`src/rtl/keypad_4x4_scanner_if.sv`:
```
// rtl/keypad_4x4_scanner_if.sv - keypad matrix wiring and decoded key outputs
// master: scanner side; slave: keypad/consumer side.
interface keypad_4x4_scanner_if;
   logic [3:0] i_row_n;
   logic [3:0] o_col_n;
   logic [3:0] o_key;
   logic       o_key_valid;
   logic       o_key_held;
   logic       o_multi;

   modport master (
      input  i_row_n,
      output o_col_n,
      output o_key,
      output o_key_valid,
      output o_key_held,
      output o_multi
   );

   modport slave (
      output i_row_n,
      input  o_col_n,
      input  o_key,
      input  o_key_valid,
      input  o_key_held,
      input  o_multi
   );
endinterface

```
`src/rtl/keypad_4x4_scanner.sv`:
```
// rtl/keypad_4x4_scanner.sv - 4x4 matrix keypad scanner with full-snapshot debounce
// Internal snapshot bit index is row*4+col, so a single set bit index is directly the key code.
module keypad_4x4_scanner #(
   parameter int SCAN_DIV = 100000,
   parameter int DB_SCANS = 20
) (
   input  logic                  i_clk,
   input  logic                  i_rst,
   keypad_4x4_scanner_if.master  io_kp
);
   localparam int CW = $clog2(SCAN_DIV);
   localparam int SW = $clog2(DB_SCANS + 1);
   localparam logic [CW-1:0] SLOT_LAST = CW'(SCAN_DIV - 1);
   localparam logic [SW-1:0] STAB_MAX  = SW'(DB_SCANS);

   typedef enum logic {S_IDLE, S_HELD} state_t;

   logic [CW-1:0] r_slot;
   logic [1:0]    r_col;
   logic [3:0]    r_col_n;
   logic [3:0]    r_row_meta;
   logic [3:0]    r_row_sync;
   logic [15:0]   r_snap;
   logic [15:0]   r_prev;
   logic [SW-1:0] r_stab;
   logic [15:0]   r_deb;
   logic          r_multi;
   state_t        r_state;
   logic [3:0]    r_key;
   logic          r_key_valid;
   logic          r_key_held;

   logic          w_slot_last;
   logic          w_scan_done;
   logic [3:0]    w_rows;
   logic [15:0]   w_snap_next;
   logic [SW-1:0] w_stab_next;
   logic [4:0]    w_deb_cnt;
   logic [3:0]    w_deb_idx;
   state_t        w_state_next;
   logic [3:0]    w_key_next;
   logic          w_valid_next;
   logic          w_held_next;

   assign w_slot_last = (r_slot == SLOT_LAST);
   assign w_scan_done = w_slot_last && (r_col == 2'd3);
   assign w_rows      = ~r_row_sync;

   // Merge the current column's rows into the snapshot so a completed scan sees all 16 keys.
   always_comb begin
      w_snap_next = r_snap;
      for (int r = 0; r < 4; r++) begin
         w_snap_next[r*4 + int'(r_col)] = w_rows[r];
      end
   end

   always_comb begin
      w_stab_next = SW'(1);
      if (w_snap_next == r_prev) begin
         w_stab_next = (r_stab == STAB_MAX) ? r_stab : r_stab + SW'(1);
      end
   end

   always_comb begin
      w_deb_cnt = 5'd0;
      w_deb_idx = 4'd0;
      for (int i = 0; i < 16; i++) begin
         w_deb_cnt = w_deb_cnt + {4'd0, r_deb[i]};
         if (r_deb[i]) begin
            w_deb_idx = 4'(i);
         end
      end
   end

   always_ff @(posedge i_clk or posedge i_rst) begin
      if (i_rst) begin
         r_row_meta <= 4'hF;
         r_row_sync <= 4'hF;
      end else begin
         r_row_meta <= io_kp.i_row_n;
         r_row_sync <= r_row_meta;
      end
   end

   // Column drive is registered alongside the index so it changes right after the wrap.
   always_ff @(posedge i_clk or posedge i_rst) begin
      if (i_rst) begin
         r_slot  <= '0;
         r_col   <= 2'd0;
         r_col_n <= 4'b1110;
      end else if (w_slot_last) begin
         r_slot  <= '0;
         r_col   <= r_col + 2'd1;
         r_col_n <= ~(4'b0001 << (r_col + 2'd1));
      end else begin
         r_slot  <= r_slot + CW'(1);
      end
   end

   always_ff @(posedge i_clk or posedge i_rst) begin
      if (i_rst) begin
         r_snap <= 16'd0;
         r_prev <= 16'd0;
         r_stab <= '0;
         r_deb  <= 16'd0;
      end else if (w_slot_last) begin
         r_snap <= w_snap_next;
         if (w_scan_done) begin
            r_prev <= w_snap_next;
            r_stab <= w_stab_next;
            if (w_stab_next == STAB_MAX) begin
               r_deb <= w_snap_next;
            end
         end
      end
   end

   always_ff @(posedge i_clk or posedge i_rst) begin
      if (i_rst) begin
         r_multi <= 1'b0;
      end else begin
         r_multi <= (w_deb_cnt >= 5'd2);
      end
   end

   // A key is accepted only from S_IDLE, which needs a full release after the previous one.
   always_comb begin
      w_state_next = r_state;
      w_key_next   = r_key;
      w_valid_next = 1'b0;
      w_held_next  = r_key_held;
      case (r_state)
         S_IDLE: begin
            if (w_deb_cnt == 5'd1) begin
               w_state_next = S_HELD;
               w_key_next   = w_deb_idx;
               w_valid_next = 1'b1;
               w_held_next  = 1'b1;
            end
         end
         S_HELD: begin
            if (r_deb == 16'd0) begin
               w_state_next = S_IDLE;
               w_held_next  = 1'b0;
            end
         end
         default: begin
            w_state_next = S_IDLE;
            w_held_next  = 1'b0;
         end
      endcase
   end

   always_ff @(posedge i_clk or posedge i_rst) begin
      if (i_rst) begin
         r_state     <= S_IDLE;
         r_key       <= 4'd0;
         r_key_valid <= 1'b0;
         r_key_held  <= 1'b0;
      end else begin
         r_state     <= w_state_next;
         r_key       <= w_key_next;
         r_key_valid <= w_valid_next;
         r_key_held  <= w_held_next;
      end
   end

   assign io_kp.o_col_n     = r_col_n;
   assign io_kp.o_key       = r_key;
   assign io_kp.o_key_valid = r_key_valid;
   assign io_kp.o_key_held  = r_key_held;
   assign io_kp.o_multi     = r_multi;
endmodule

```
`src/flat_wrapper.sv`:
```
// flat-port wrapper written by rule: the top's interface ports become plain ports
module keypad_4x4_scanner_flat 
#(
   parameter int SCAN_DIV = 100000,
   parameter int DB_SCANS = 20
)
  (i_clk, i_rst, io_kp_i_row_n, io_kp_o_col_n, io_kp_o_key, io_kp_o_key_valid, io_kp_o_key_held, io_kp_o_multi);
  keypad_4x4_scanner_if io_kp_i ();
  input  logic i_clk;
  input  logic i_rst;
  input wire logic [$bits(io_kp_i.i_row_n)-1:0] io_kp_i_row_n;
  output wire logic [$bits(io_kp_i.o_col_n)-1:0] io_kp_o_col_n;
  output wire logic [$bits(io_kp_i.o_key)-1:0] io_kp_o_key;
  output wire logic [$bits(io_kp_i.o_key_valid)-1:0] io_kp_o_key_valid;
  output wire logic [$bits(io_kp_i.o_key_held)-1:0] io_kp_o_key_held;
  output wire logic [$bits(io_kp_i.o_multi)-1:0] io_kp_o_multi;
  assign io_kp_i.i_row_n = io_kp_i_row_n;
  assign io_kp_o_col_n = io_kp_i.o_col_n;
  assign io_kp_o_key = io_kp_i.o_key;
  assign io_kp_o_key_valid = io_kp_i.o_key_valid;
  assign io_kp_o_key_held = io_kp_i.o_key_held;
  assign io_kp_o_multi = io_kp_i.o_multi;
  keypad_4x4_scanner #(.SCAN_DIV(SCAN_DIV), .DB_SCANS(DB_SCANS)) u_core (.i_clk(i_clk), .i_rst(i_rst), .io_kp(io_kp_i));
endmodule
```
`config.mk`:
```
export PLATFORM = sky130hd
export DESIGN_NAME = keypad_4x4_scanner_flat
export DESIGN_NICKNAME = d
export VERILOG_FILES = /design/src/rtl/keypad_4x4_scanner_if.sv /design/src/rtl/keypad_4x4_scanner.sv /design/src/flat_wrapper.sv
export SDC_FILE = /design/constraint.sdc
export NUM_CORES = 1
export LEC_CHECK = 0
export BUFFER_PORTS_ARGS = -buffer_cell sky130_fd_sc_hd__buf_2
export CAP_MARGIN = 20
export CORE_MARGIN = 3
export CORE_UTILIZATION = 60
export CTS_CLUSTER_DIAMETER = 100
export DETAILED_ROUTE_END_ITERATION = 10
export PLACE_DENSITY = 0.87
export SLEW_MARGIN = 20
export SYNTH_ARGS = -nofsm -noshare
export SYNTH_HDL_FRONTEND = slang
export SYNTH_SLANG_ARGS = --single-unit
```
`constraint.sdc`:
```
create_clock -name i_clk -period 9.3 [get_ports i_clk]
set_input_delay 0 -clock i_clk [delete_from_list [all_inputs] [get_ports i_clk]]
set_output_delay 0 -clock i_clk [all_outputs]
set_load 0.02 [all_outputs]
```
==> run_results.csv <==
group,metric,value,unit
worst_setup_path,critPathRequiredTime,9550,ps
cells_and_area,syn2layout_area_growth,8.95,%
timing,final-hold-violation-count,0,
run,number_of_max_cap_violations,0,
cts,tritoncts.num_buffers,9,
timing,setup_viol,0,
routing,vias,3400,
placed_design,port_buffers,16,
cts,tritoncts_num_sinks,92,
timing,final_min_period_over_clock_period,57.1,%
timing,post-route-min-period,5310,ps
die,floorplan.die_area,9080,um^2
routing,drc,0,
worst_setup_path,timing.critical_path.arrival,5560,ps
cts,insertion_delay,360,ps
cells_and_area,layout.filler_cells,542,
timing,maximum_clock_rate,188,MHz
worst_setup_path,crit_fanout,9,
cells_and_area,antenna_cells,0,
timing,setup_tns_after_final_layout,0,ps
routing,post_drt_via_cell_ratio,5.66,
timing,worst_slew_pin_slew,813,ps
cts,ctsResizeCount,0,
synthesis,ys.warnings.count,0,
worst_setup_path,crit-reg2reg-launch,"u_core.r_deb[1]$_DFFE_PP0P_",
routing,route.detailed.wl_per_inst,16.2,um
synthesis,ys_seq_area_share,48.4,%
global_routing,grt_remaining_overflow,0,
placed_design,place.gp.congestion,0.830,
min_path,hold_path.class,"input pin to register",
placed_design,hpwlAfterDp,6590,um
synthesis,synthDominantCellAreaShare,42.4,%
cts,htree_levels,3,
timing,number_of_pins_with_negative_max_slew_slack_in_the_final_report,0,
power,power_per_cell_area,137,nW/um^2
synthesis,syn_inst,475,
min_path,worst_hold_startpoint,"io_kp_i_row_n[3]",
global_routing,grt_usage,23.3,%
die,ios,17,
synthesis,synth-edff-count,0,
worst_setup_path,critPathLaunch,"u_core.r_deb[1]$_DFFE_PP0P_",
die,rows,31,
status,outcome,"finished clean",
die,initial_util,63.9,%
global_routing,via_count_of_the_first_global_routing_pass,3394,
cts,cts_tree,"built",
synthesis,ys_seq_elements,92,
synthesis,synth_fp_nets,509,
synthesis,synth.lib_cells_used.distinct,48,
power,worst_ir_drop_vdd,0.000137,V
synthesis,ys_async_sr_fraction,100,%
global_routing,antenna_found_initial,0,
cts,cts.reportedPaths.clkPinSlew,90,ps
routing,antenna_left,0,
cells_and_area,num-nets-final,531,
cells_and_area,layout_common_cells,"sky130_fd_sc_hd__dfrtp_1, sky130_fd_sc_hd__nand2_1, sky130_fd_sc_hd__o21ai_0, sky130_fd_sc_hd__inv_1, sky130_fd_sc_hd__nand2b_1",
synthesis,dominantRegCellSynth,"sky130_fd_sc_hd__dfrtp_1",
timing,rsz_0062_raised_after_global_routing,"false",
timing,hold-worst-slack,278,ps
timing,timing.clock.skew,6.58,ps
synthesis,syn_avg_cell_area,10.1,um^2
routing,drt_first_iter_violations,191,
routing,firstDrtPassIters,5,
synthesis,netlist_area,4780,um^2
worst_setup_path,path_class,"register to register",
synthesis,synth_area_leader_cell,"sky130_fd_sc_hd__dfrtp_1",
power,leakagePower,0.00256,uW
routing,totalWireLength,9760,um
cts,clockRootBuffer,"sky130_fd_sc_hd__clkbuf_8",
global_routing,pin_count_of_the_biggest_net_entering_global_routing,93,
die,die_height,95.3,um
die,core_region_area,7490,um^2
global_routing,first_pass_grt_wire_length,16100,um
cells_and_area,mostFrequentLayoutCell,"sky130_fd_sc_hd__dfrtp_1",
worst_setup_path,start_kind,"register",
cts,clock_tree.buffer_depth,2,
die,die_w,95.3,um
cells_and_area,drive_gt1_share,12.0,%
worst_setup_path,timing.critical_path.to_type,"register",
synthesis,synthTopCellsByArea,"sky130_fd_sc_hd__dfrtp_1, sky130_fd_sc_hd__dfstp_2, sky130_fd_sc_hd__nand2_1",
timing,relSlewSlack,45.8,%
## per-stage QoR
stage	power [uW]	instances	area [um^2]	worst slack (ps)	util [%]
after floorplan	422	475	4780	4420	-
after global placement	427	580	4940	4280	66.0
after detailed placement	427	580	4940	4030	66.0
after CTS	718	600	5200	3990	69.4
after global routing	736	601	5210	3660	69.6
final	716	601	5210	3990	69.6
## critical path, cell delays in order, from the launching register on
cell and delay [ps]:
sky130_fd_sc_hd__dfrtp_1 410, sky130_fd_sc_hd__inv_1 70, sky130_fd_sc_hd__ha_1 280, sky130_fd_sc_hd__inv_1 60
sky130_fd_sc_hd__fa_1 530, sky130_fd_sc_hd__inv_1 60, sky130_fd_sc_hd__fa_1 500, sky130_fd_sc_hd__fa_1 550
sky130_fd_sc_hd__inv_1 50, sky130_fd_sc_hd__fa_1 530, sky130_fd_sc_hd__inv_1 50, sky130_fd_sc_hd__fa_1 450
sky130_fd_sc_hd__fa_1 450, sky130_fd_sc_hd__nor3_1 240, sky130_fd_sc_hd__nand3b_1 170, sky130_fd_sc_hd__nor2_1 470
sky130_fd_sc_hd__o2111ai_1 200, sky130_fd_sc_hd__o21a_1 140
## registers in the layout (all words and copies together) (netlist names)
register                  flops
u_core.io_kp.o_key            4
u_core.r_prev                16
u_core.r_stab                 5
u_core.r_col                  2
u_core.r_state                1
u_core.r_snap                16
u_core.r_row_sync             4
u_core.io_kp.o_key_held       1
u_core.r_slot                17
u_core.io_kp.o_key_valid      1
u_core.io_kp.o_col_n          4
u_core.r_deb                 16
u_core.io_kp.o_multi          1
u_core.r_row_meta             4
## repair_timing
action                                  4_1_cts  5_1_grt
hold endpoints to repair                      4       81
hold buffers                                  4        1
endpoints found under the setup margin        0        0
setup buffers                                 0        0
## layout make-up
cell class	instances	area, um^2	area share (%)
Timing Repair Buffer	24	156	3.00
Clock buffer	11	131	2.52
Multi-Input combinational cell	339	2280	43.8
Clock inverter	5	85.1	1.63
Tap cell	99	124	2.38
Sequential cell	92	2320	44.5
Inverter	31	118	2.26
## where the power goes
part           internal, uW  total, uW  switching, uW  leakage (uW)
logic                  4.74       15.7           11.0       0.00122
registers               403        405           2.18       0.00123
clock network           153        295            142      0.000104
## cells in the mapped netlist, types with 2 or more instances
cell,count
sky130_fd_sc_hd__a21oi_1,23
sky130_fd_sc_hd__a31oi_1,4
sky130_fd_sc_hd__and2_1,12
sky130_fd_sc_hd__and3_1,22
sky130_fd_sc_hd__and4_1,4
sky130_fd_sc_hd__buf_2,2
sky130_fd_sc_hd__buf_6,2
sky130_fd_sc_hd__clkbuf_1,8
sky130_fd_sc_hd__dfrtp_1,81
sky130_fd_sc_hd__dfstp_2,11
sky130_fd_sc_hd__fa_1,10
sky130_fd_sc_hd__ha_1,18
sky130_fd_sc_hd__inv_1,31
sky130_fd_sc_hd__mux2_2,9
sky130_fd_sc_hd__mux2_4,3
sky130_fd_sc_hd__mux2i_1,8
sky130_fd_sc_hd__nand2_1,62
sky130_fd_sc_hd__nand2b_1,29
sky130_fd_sc_hd__nand2b_4,2
sky130_fd_sc_hd__nand3_1,13
sky130_fd_sc_hd__nand4_1,2
sky130_fd_sc_hd__nand4bb_1,2
sky130_fd_sc_hd__nor2_1,24
sky130_fd_sc_hd__nor3_1,11
sky130_fd_sc_hd__nor4_1,9
sky130_fd_sc_hd__o21ai_0,35
sky130_fd_sc_hd__or2b_1,2
sky130_fd_sc_hd__xnor2_1,12
sky130_fd_sc_hd__xor2_1,5
## cells by family (layout without fill, tap and decap cells)
family,after synthesis,count (layout),synth area share [%]
and+or+nand+nor,203,203,22.8
DFF,92,92,48.4
AOI/OAI and AO/OA,71,71,8.11
buffers and inverters,44,71,3.90
adders and majority gates,28,28,8.90
muxes,20,20,4.74
xor gates and xnor gates,17,17,3.11
## path summary, 6_finish.rpt
kind | endpoint | slack, ps | cells after the start
setup / recovery | u_core.io_kp.o_key[2]$_DFFE_PP0P_ | 3990 | 17
min in group asynchronous | u_core.r_prev[1]$_DFFE_PP0P_ | 400 | 4
setup reg to reg | u_core.io_kp.o_key[2]$_DFFE_PP0P_ | 3990 | 17
hold / removal | u_core.r_row_meta[3]$_DFF_PP1_ | 280 | 2
max in group asynchronous | u_core.r_stab[1]$_DFFE_PP0P_ | 8350 | 4
hold reg to reg | u_core.r_row_sync[2]$_DFF_PP1_ | 360 | 0
## layer usage
| layer | wire, um | global-route usage, % |
|---|---|---|
| met4 | 159 | 8.17 |
| met1 | 4270 | 28.7 |
| met3 | 396 | 4.42 |
| met2 | 4930 | 40.8 |
| met5 | 0 | 0 |
Note: power is estimated with default switching activity, not from simulation.
